==> src/rtl/keypad_pkg.sv <==
`default_nettype none
// ============================================================================
// Module      : keypad_pkg
// Description : Shared types and scancode constants for the PS/2 keypad
//               decoder.
// Revision    : 1.0 - initial release
// ============================================================================
package keypad_pkg;

  // Decoder state: which prefix byte (if any) is pending.
  typedef enum logic [1:0] {
    ST_IDLE    = 2'd0,
    ST_BRK     = 2'd1,
    ST_EXT     = 2'd2,
    ST_EXT_BRK = 2'd3
  } kp_state_t;

  localparam logic [7:0] SC_BREAK  = 8'hF0;
  localparam logic [7:0] SC_EXT    = 8'hE0;
  localparam logic [7:0] SC_ERR0   = 8'h00;
  localparam logic [7:0] SC_ERR1   = 8'hFF;
  localparam logic [7:0] SC_BAT    = 8'hAA;
  localparam logic [7:0] SC_ACK    = 8'hFA;
  localparam logic [7:0] SC_RESEND = 8'hFE;
  localparam logic [7:0] SC_ECHO   = 8'hEE;

  // Keyboard reports an internal error / buffer overrun with these bytes.
  function automatic logic is_error(input logic [7:0] b);
    return (b == SC_ERR0) || (b == SC_ERR1);
  endfunction

  // Protocol housekeeping bytes that carry no key information.
  function automatic logic is_control(input logic [7:0] b);
    return (b == SC_BAT) || (b == SC_ACK) || (b == SC_RESEND) || (b == SC_ECHO);
  endfunction

endpackage
`default_nettype wire

==> src/rtl/keypad_map.sv <==
`default_nettype none
// ============================================================================
// Module      : keypad_map
// Description : Combinational scancode (set 2) to CHIP-8 key index lookup.
//               Left-hand 4x4 block of a QWERTY keyboard (1234/QWER/ASDF/ZXCV).
// Revision    : 1.0 - initial release
// ============================================================================
module keypad_map (
  input  logic [7:0] code,
  output logic       valid,
  output logic [3:0] index
);

  // Table lookup; anything not in the 4x4 block is reported as unmapped.
  always_comb begin
    valid = 1'b1;
    index = 4'h0;
    case (code)
      8'h16: index = 4'h1;
      8'h1E: index = 4'h2;
      8'h26: index = 4'h3;
      8'h25: index = 4'hC;
      8'h15: index = 4'h4;
      8'h1D: index = 4'h5;
      8'h24: index = 4'h6;
      8'h2D: index = 4'hD;
      8'h1C: index = 4'h7;
      8'h1B: index = 4'h8;
      8'h23: index = 4'h9;
      8'h2B: index = 4'hE;
      8'h1A: index = 4'hA;
      8'h22: index = 4'h0;
      8'h21: index = 4'hB;
      8'h2A: index = 4'hF;
      default: valid = 1'b0;
    endcase
  end

endmodule
`default_nettype wire

==> src/rtl/ps2_keypad.sv <==
`default_nettype none
// ============================================================================
// Module      : ps2_keypad
// Description : PS/2 scancode stream to 16-key CHIP-8 keypad matrix with
//               make/break/extended decoding, typematic suppression, error
//               recovery and prefix timeout. Single clock domain (clk).
// Revision    : 1.0 - initial release
// ============================================================================
module ps2_keypad
  import keypad_pkg::*;
#(
  parameter int TIMEOUT_CYCLES = 200000
) (
  input  logic        clk,
  input  logic        reset,
  input  logic        ps2_ready,
  input  logic [7:0]  ps2_data,
  output logic [15:0] keyMatrix,
  output logic        key_event,
  output logic [3:0]  key_code,
  output logic        key_down,
  output logic        overrun
);

  localparam logic [17:0] c_timeout = 18'(TIMEOUT_CYCLES);

  logic        r_s1, r_s2, r_s3;
  logic        w_strobe;
  kp_state_t   r_state, w_state_next;
  logic [17:0] r_cnt;
  logic        w_timeout;
  logic        w_map_valid;
  logic [3:0]  w_map_index;

  logic [15:0] r_matrix, w_matrix_next;
  logic        r_event, w_event_next;
  logic [3:0]  r_code, w_code_next;
  logic        r_down, w_down_next;
  logic        r_overrun, w_overrun_next;

  keypad_map u_map (
    .code  (ps2_data),
    .valid (w_map_valid),
    .index (w_map_index)
  );

  // Two-flop synchronizer plus history flop for rising-edge detection.
  always_ff @(posedge clk) begin
    if (reset) begin
      r_s1 <= 1'b0;
      r_s2 <= 1'b0;
      r_s3 <= 1'b0;
    end else begin
      r_s1 <= ps2_ready;
      r_s2 <= r_s1;
      r_s3 <= r_s2;
    end
  end

  // ps2_data is held stable while ps2_ready is high, so it is safe to use raw.
  assign w_strobe  = r_s2 & ~r_s3;
  assign w_timeout = (r_cnt >= c_timeout);

  // Prefix timeout: counts only while a prefix is pending, saturates at max.
  always_ff @(posedge clk) begin
    if (reset) begin
      r_cnt <= '0;
    end else if (w_strobe || (r_state == ST_IDLE)) begin
      r_cnt <= '0;
    end else if (r_cnt != '1) begin
      r_cnt <= r_cnt + 18'd1;
    end
  end

  // State and output registers.
  always_ff @(posedge clk) begin
    if (reset) begin
      r_state   <= ST_IDLE;
      r_matrix  <= '0;
      r_event   <= 1'b0;
      r_code    <= '0;
      r_down    <= 1'b0;
      r_overrun <= 1'b0;
    end else begin
      r_state   <= w_state_next;
      r_matrix  <= w_matrix_next;
      r_event   <= w_event_next;
      r_code    <= w_code_next;
      r_down    <= w_down_next;
      r_overrun <= w_overrun_next;
    end
  end

  // Byte decode: a received byte always wins over a coincident timeout.
  always_comb begin
    w_state_next   = r_state;
    w_matrix_next  = r_matrix;
    w_event_next   = 1'b0;
    w_code_next    = r_code;
    w_down_next    = r_down;
    w_overrun_next = r_overrun;

    if (w_strobe) begin
      if (is_error(ps2_data)) begin
        // Key state is unknowable after an overrun; drop everything silently.
        w_matrix_next  = '0;
        w_overrun_next = 1'b1;
        w_state_next   = ST_IDLE;
      end else begin
        case (r_state)
          ST_IDLE: begin
            if (ps2_data == SC_BREAK) begin
              w_state_next = ST_BRK;
            end else if (ps2_data == SC_EXT) begin
              w_state_next = ST_EXT;
            end else if (!is_control(ps2_data) && w_map_valid &&
                         !r_matrix[w_map_index]) begin
              w_matrix_next[w_map_index] = 1'b1;
              w_event_next               = 1'b1;
              w_code_next                = w_map_index;
              w_down_next                = 1'b1;
            end
          end
          ST_BRK: begin
            w_state_next = ST_IDLE;
            if (w_map_valid && r_matrix[w_map_index]) begin
              w_matrix_next[w_map_index] = 1'b0;
              w_event_next               = 1'b1;
              w_code_next                = w_map_index;
              w_down_next                = 1'b0;
            end
          end
          ST_EXT: begin
            w_state_next = (ps2_data == SC_BREAK) ? ST_EXT_BRK : ST_IDLE;
          end
          default: begin
            w_state_next = ST_IDLE;
          end
        endcase
      end
    end else if ((r_state != ST_IDLE) && w_timeout) begin
      w_state_next = ST_IDLE;
    end
  end

  assign keyMatrix = r_matrix;
  assign key_event = r_event;
  assign key_code  = r_code;
  assign key_down  = r_down;
  assign overrun   = r_overrun;

endmodule
`default_nettype wire

==> config.mk <==
export PLATFORM = sky130hd
export DESIGN_NAME = ps2_keypad
export DESIGN_NICKNAME = d
export VERILOG_FILES = /design/src/rtl/keypad_pkg.sv /design/src/rtl/keypad_map.sv /design/src/rtl/ps2_keypad.sv
export SDC_FILE = /design/constraint.sdc
export NUM_CORES = 1
export LEC_CHECK = 0
export ABC_CLOCK_PERIOD_IN_PS = 3800
export BUFFER_PORTS_ARGS = -buffer_cell sky130_fd_sc_hd__buf_2
export CORE_MARGIN = 2
export CORE_UTILIZATION = 45
export CTS_CLUSTER_SIZE = 16
export DETAILED_ROUTE_END_ITERATION = 12
export SLEW_MARGIN = 10
export SYNTH_ARGS = -nofsm -noshare
export SYNTH_HDL_FRONTEND = slang
export SYNTH_SLANG_ARGS = --single-unit
==> constraint.sdc <==
create_clock -name clk -period 3.8 [get_ports clk]
set_input_delay 0.76 -clock clk [delete_from_list [all_inputs] [get_ports clk]]
set_output_delay 0.76 -clock clk [all_outputs]
set_load 0.02 [all_outputs]
== Word-level counts from Yosys, hierarchy flattened ==
Cells that the tools add are included.

* Input bits: 11
* Word-level logic and storage cells: 115
* Memory bits (read-only): 0
* Output and inout port bits: 23
* RAM bits: 0
* Memories kept: 0
* Bits in registers: 46
* Latch bits: 0

* Bitwise gates (word level): 7
* Magnitude comparators: 3
* Equality and inequality tests: 35
* Div/mod/pow operators: 0
* Muxes and demuxes: 34
* Shift-type cells: 0
* Add/subtract/negate cells: 1
* $mul: 0
* Reduce and logical (&&, ||, !) cells: 25

{| class="wikitable"
|+ Operators by type and width
! kind !! number
|-
| $mux 16 || 5
|-
| $eq 8x6->1 const B || 9
|-
| $pmux 4 s15 || 1
|-
| $eq 8x5->1 const B || 7
|-
| $eq 8x8->1 const B || 7
|-
| $pmux 16 s2 || 1
|-
| $add 18x1->18 const B || 1
|-
| $ge 18x18->1 const B || 1
|-
| $ne 18x18->1 const B || 1
|-
| $and 16x16->16 || 1
|-
| $mux 4 || 4
|-
| $not 16->16 || 1
|-
| $or 16x16->16 || 1
|-
| $reduce_or 16->1 || 1
|-
| $mux 2 || 6
|-
| $mux 1 || 11
|-
| $ne 3x3->1 const B || 3
|-
| $logic_not 8->1 || 1
|-
| $pmux 4 s2 || 1
|-
| $reduce_and 7->1 || 1
|-
| $ne 2x2->1 const B || 3
|-
| $reduce_and 6->1 || 1
|-
| $reduce_bool 2->1 || 3
|-
| $logic_and 1x1->1 || 5
|-
| 20 further kinds || 29
|}

== Longest topological paths before layout ==
* Depth after elaboration: 12
* Depth in mapped cells: 12
* Gate-level depth less buffers: 9

== By module ==
From an unflattened synthesis, not the netlist that was laid out.

* Cell total of the unflattened synthesis: 334
* Area, all modules: 2811.4 um^2

{| class="wikitable"
|+ Modules (own cells, without submodules)
! module !! times used !! area an instance (um^2) !! cells each !! seq. area each (um^2)
|-
| ps2_keypad || 1 || 2508.7 || 292 || 920.9
|-
| keypad_map || 1 || 302.8 || 42 || 0.0
|}

== Worst setup path before layout ==
No wires, ideal clock.

* Path type: input-to-reg
* Start point: in ps2_data[5]
* End point: reg r_matrix[8] (netlist: keyMatrix[8])
* Buffers on the path: 3
* Stages: 12
* Data arrival time: 3.138 ns
* Required time: 3.680 ns
* Slack: 0.543 ns
* Setup time: 0.120 ns
* Cell sequence: buf_2 or3b_1 o221ai_2 o211ai_2 and2_4 buf_6 mux2_4 a211oi_4 nand4_1 and3_1 buf_6 a211o_1

* Longest elaborated chain between the ends: 12
* Elaborated cells between the ends (all ways): 58
* Those cells by class: 2 x order compare; 27 x eq/ne; 12 x mux; 3 x bitwise; 14 x reduce/logical

{| class="wikitable"
|+ RTL lines
! item !! RTL line !! source
|-
| from (decl) || ps2_keypad.sv:17 || <nowiki>input logic [7:0] ps2_data,</nowiki>
|-
| $eq 8x6->1 or $eq 8x5->1 (tied branches) || keypad_map.sv:18 || <nowiki>case (code)</nowiki>
|-
| $pmux 4 s15 || keypad_map.sv:18 ||
|-
| $lt 4x5->1 (not written as such) or $ge 4x1->1 (tied branches) || ps2_keypad.sv:118, ps2_keypad.sv:127 ||
|-
| $logic_and 1x1->1 (not written as such) || ps2_keypad.sv:118, ps2_keypad.sv:127 ||
|-
| $mux 1 (not written as such) || ps2_keypad.sv:118, ps2_keypad.sv:127 ||
|-
| $demux 1 s4 || ps2_keypad.sv:118, ps2_keypad.sv:127 ||
|-
| $or 16x16->16 (no source line) || - ||
|-
| $mux 16 || ps2_keypad.sv:116 || <nowiki>end else if (!is_control(ps2_data) && w_map_valid &&</nowiki>
|-
| $mux 16 || ps2_keypad.sv:114 || <nowiki>end else if (ps2_data == SC_EXT) begin</nowiki>
|-
| $mux 16 || ps2_keypad.sv:112 || <nowiki>if (ps2_data == SC_BREAK) begin</nowiki>
|-
| $pmux 16 s2 || ps2_keypad.sv:110 || <nowiki>case (r_state)</nowiki>
|-
| $mux 16 || ps2_keypad.sv:104 || <nowiki>if (is_error(ps2_data)) begin</nowiki>
|-
| to (signal assigned) || ps2_keypad.sv:86 || <nowiki>r_matrix <= w_matrix_next;</nowiki>
|-
| to (decl) || ps2_keypad.sv:35 || <nowiki>logic [15:0] r_matrix, w_matrix_next;</nowiki>
|}

Several ways; a longest one is shown, not always the timed one. The select of a mux whose other input is x is not followed.
A chain may end at the register's enable or synchronous reset.

== Worst setup path after layout ==
* Start point: in ps2_data[4]
* End point: reg r_matrix[8] (netlist: keyMatrix[8])

The elaborated chain is that of the path after synthesis.

==> metrics.md <==
| Metric | Value |
|---|---|
| Logic gate share of total power | `9.5%` |
| Worst hold path depth | `1` |
| FF+latch area | `921 µm²` |
| Cell area power density | `280 nW/µm²` |
| FILL cells | `638` |
| Worst-margin pin slew | `782 ps` |
| Post-DP HPWL | `5480 µm` |
| Worst EP required | `4010 ps` |
| Largest net degree at the start of global routing | `19` |
| Highest Clock Rate | `0.288 GHz` |
| Crit path time final | `3470 ps` |
| Final Hold Fails | `0` |
| Post-place instance area | `3120 µm²` |
| Switching part of the total | `26.4%` |
| CP Class | `in -> reg` |
| Die Area | `7010 µm²` |
| I/O pins | `34` |
| Routed Antenna Nets | `0` |
| Yosys reg bits | `46` |
| Multi-input logic area | `1820 µm²` |
| Clock transition at the registers of the reported paths | `100 ps` |
| Sequential power share | `53.7%` |
| GRT Total Usage | `21.7%` |
| CTS tree | `built` |
| Worst Setup End Kind | `register` |
| Slew headroom | `47.7%` |
| Final layout net count | `398` |
| Final Instance Area | `3220 µm²` |
| Leak pwr | `0.00128 µW` |
| CTS Hold Bufs | `0` |
| Clock Path Buffers | `2` |
| Synth Warn # | `0` |
| RSZ-0062 raised after global routing | `no` |
| Via count | `2723` |
| I/O Buffers | `33` |
| DRT Wirelength | `7510 µm` |
| WL per Instance | `16.2 µm` |
| Number of flops mapped to enable cells by yosys | `0` |
| DRC Markers | `0` |
| Fin. max-slew vios | `0` |
| Peak supply drop | `0.155 mV` |
| Root buf cell | `clkbuf_8` |
| Worst-skew pair later-pin latency | `310 ps` |
| Switching power | `238 µW` |
| Ys flop type | `dfxtp_1` |
| CTS H-tree lvls | `2` |
| # Post-CTS Setup Buffers | `0` |
| Row count | `29` |
| Fin Setup TNS | `0 ps` |
| Total congestion overflow | `0` |
| Core box area | `6240 µm²` |
| Drt via density | `5.88` |
| Initial Util | `45.9%` |
| Fin util | `51.5%` |
| Worst Clk Skew | `10.8 ps` |
| CP arrival | `3680 ps` |
| Vias in the first global route | `2430` |
| Share of layout cells above drive strength 1 | `19.7%` |
| Setup Viol. Count Final | `0` |
| Setup slack, reg-to-reg | `1420 ps` |
| First-pass GRT wire length | `12500 µm` |
| Area growth, synth to finish | `12.4%` |
| Register area share after synthesis | `32.2%` |
| Synth unique cells | `66` |
| Worst-case reg-to-reg path depth | `9` |
| Synth Net Count | `363` |
| Pwr Total | `902 µW` |
| Tcrit/Tclk final | `91.4%` |
| RePlAce Congestion | `0.903` |
| Inserted Clock Buffers | `5` |
| Clock network power share | `36.8%` |
| Max-Cap Viols | `0` |
| Chip Width | `83.7 µm` |
| Status | `complete, no violations` |
| Mean Syn Cell Area | `8.18 µm²` |
| CTS resizes | `0` |
| Initial antenna violation count | `0` |
| First DRT Iteration DRCs | `173` |
| Post-Synthesis Cell Area | `2860 µm²` |
| TritonRoute pass-1 iters | `4` |
| Worst setup SP type | `primary input` |
| CTS Sinks | `46` |
| Die Y | `83.7 µm` |
| WHS | `441 ps` |
| Mapped Cells | `350` |
| Ant diodes | `0` |
| Internal power | `664 µW` |
| Asr flop ratio synth | `0%` |
| Hold WC Path Type | `reg -> reg` |
| CP Max Fanout | `15` |
==> placed cells by master, fill, tap and decap left out, types with 8 or more instances in the layout <==
| master | count |
|---|---|
| dfxtp_1 | 46 |
| buf_4 | 12 |
| nand4_1 | 9 |
| nand3_1 | 29 |
| mux2i_1 | 12 |
| nor2_1 | 41 |
| nor3_1 | 10 |
| xor2_1 | 9 |
| nor2b_1 | 9 |
| buf_2 | 33 |
| nand2_1 | 28 |
| inv_1 | 8 |
| o21ai_0 | 20 |
==> critical path, stage by stage <==
cell,delay (ps)
buf_2,180
or3b_2,520
a211o_1,340
nand3_2,210
mux2i_1,230
mux2i_1,150
a211oi_4,360
nand4_1,200
and3_1,380
a211o_1,340
==> cell usage after synthesis, drive strengths merged, types with 2 or more instances <==
cell    number  area, µm²
a21o        10       78.8
nand2       29        111
nand4        9       56.3
nor4b        3       32.5
nand3       30        155
inv          8       30.0
nor2b        9       56.3
o21a         2       15.0
nor3        11       60.1
o31ai        3       22.5
nor3b        4       30.0
xor2         9       78.8
buf          7       53.8
a21oi        7       35.0
nand3b       4       30.0
or3          2       13.8
o21ai       21        116
nand2b       3       18.8
clkbuf      10       37.5
dfxtp       46        921
and2         4       27.5
o211ai       4       35.0
mux2i       12        120
nor2        41        154
a211oi       6       62.6
xnor2        6       52.6
nor4         6       43.8
and4         3       26.3
a32oi        4       35.0
a31oi        3       18.8
ha           2       25.0
and3         7       45.1
o311a        3       31.3
a211o        5       45.0
or3b         3       26.3
==> cell type report <==
| cell class | instances | share of cell area (%) |
|---|---|---|
| multi-input combinational | 279 | 56.6 |
| tap | 77 | 2.99 |
| clock buffer | 7 | 2.68 |
| inverter | 8 | 0.933 |
| sequential | 46 | 28.6 |
| timing repair buffer | 45 | 7.93 |
| clock inverter | 1 | 0.272 |
==> registers in the layout (all words and copies together) (netlist names) <==
register and flops:
key_down 1, r_s1 1, key_event 1, r_state 2
key_code 4, r_s2 1, overrun 1, keyMatrix 16
r_s3 1, r_cnt 18
==> cells by family (layout without fill, tap and decap cells) <==
group / count (synthesis) / after routing / share of synthesized area [%]
simple gates: 174 / 174 / 33.0
compound gates: 74 / 74 / 19.5
flops: 46 / 46 / 32.2
buf+inv: 25 / 61 / 4.24
xor+xnor: 15 / 15 / 4.59
mux: 14 / 14 / 5.64
fa+ha+maj: 2 / 2 / 0.874
==> final timing paths <==
| path | endpoint | startpoint |
|---|---|---|
| worst min-delay path | r_s2$_SDFF_PP0_ | r_s1$_SDFF_PP0_ |
| worst max register to register | r_cnt[11]$_SDFFE_PP0P_ | r_cnt[6]$_SDFFE_PP0P_ |
| worst min register to register | r_s2$_SDFF_PP0_ | r_s1$_SDFF_PP0_ |
| worst max-delay path | keyMatrix[8]$_SDFFE_PP0P_ | ps2_data[4] |
==> stage by stage <==
step	worst slack [ps]	std cells
2_1_floorplan	543	350
3_3_place_gp	187	455
3_5_place_dp	53.4	455
4_1_cts	377	463
5_1_grt	173	463
6_report	328	463
==> power groups by stage <==
stage	clock network (µW)	registers, µW	logic (µW)
finish	332	484	85.6
global route	361	485	92.8
CTS	342	484	83.8
detailed placement	0	496	83.3
global placement	0	496	84.0
floorplan	0	496	57.2
==> metal layers <==
layer / share of wire, % / GRT usage, % / vias to the layer above
li1: - / - / 1347
met4: 1.5 / 5.43 / 0
met3: 6.4 / 3.36 / 11
met2: 43 / 32.2 / 93
met5: 0 / 0 / -
met1: 49 / 32.8 / 1272
No activity file was read; power rests on OpenSTA's default activity.
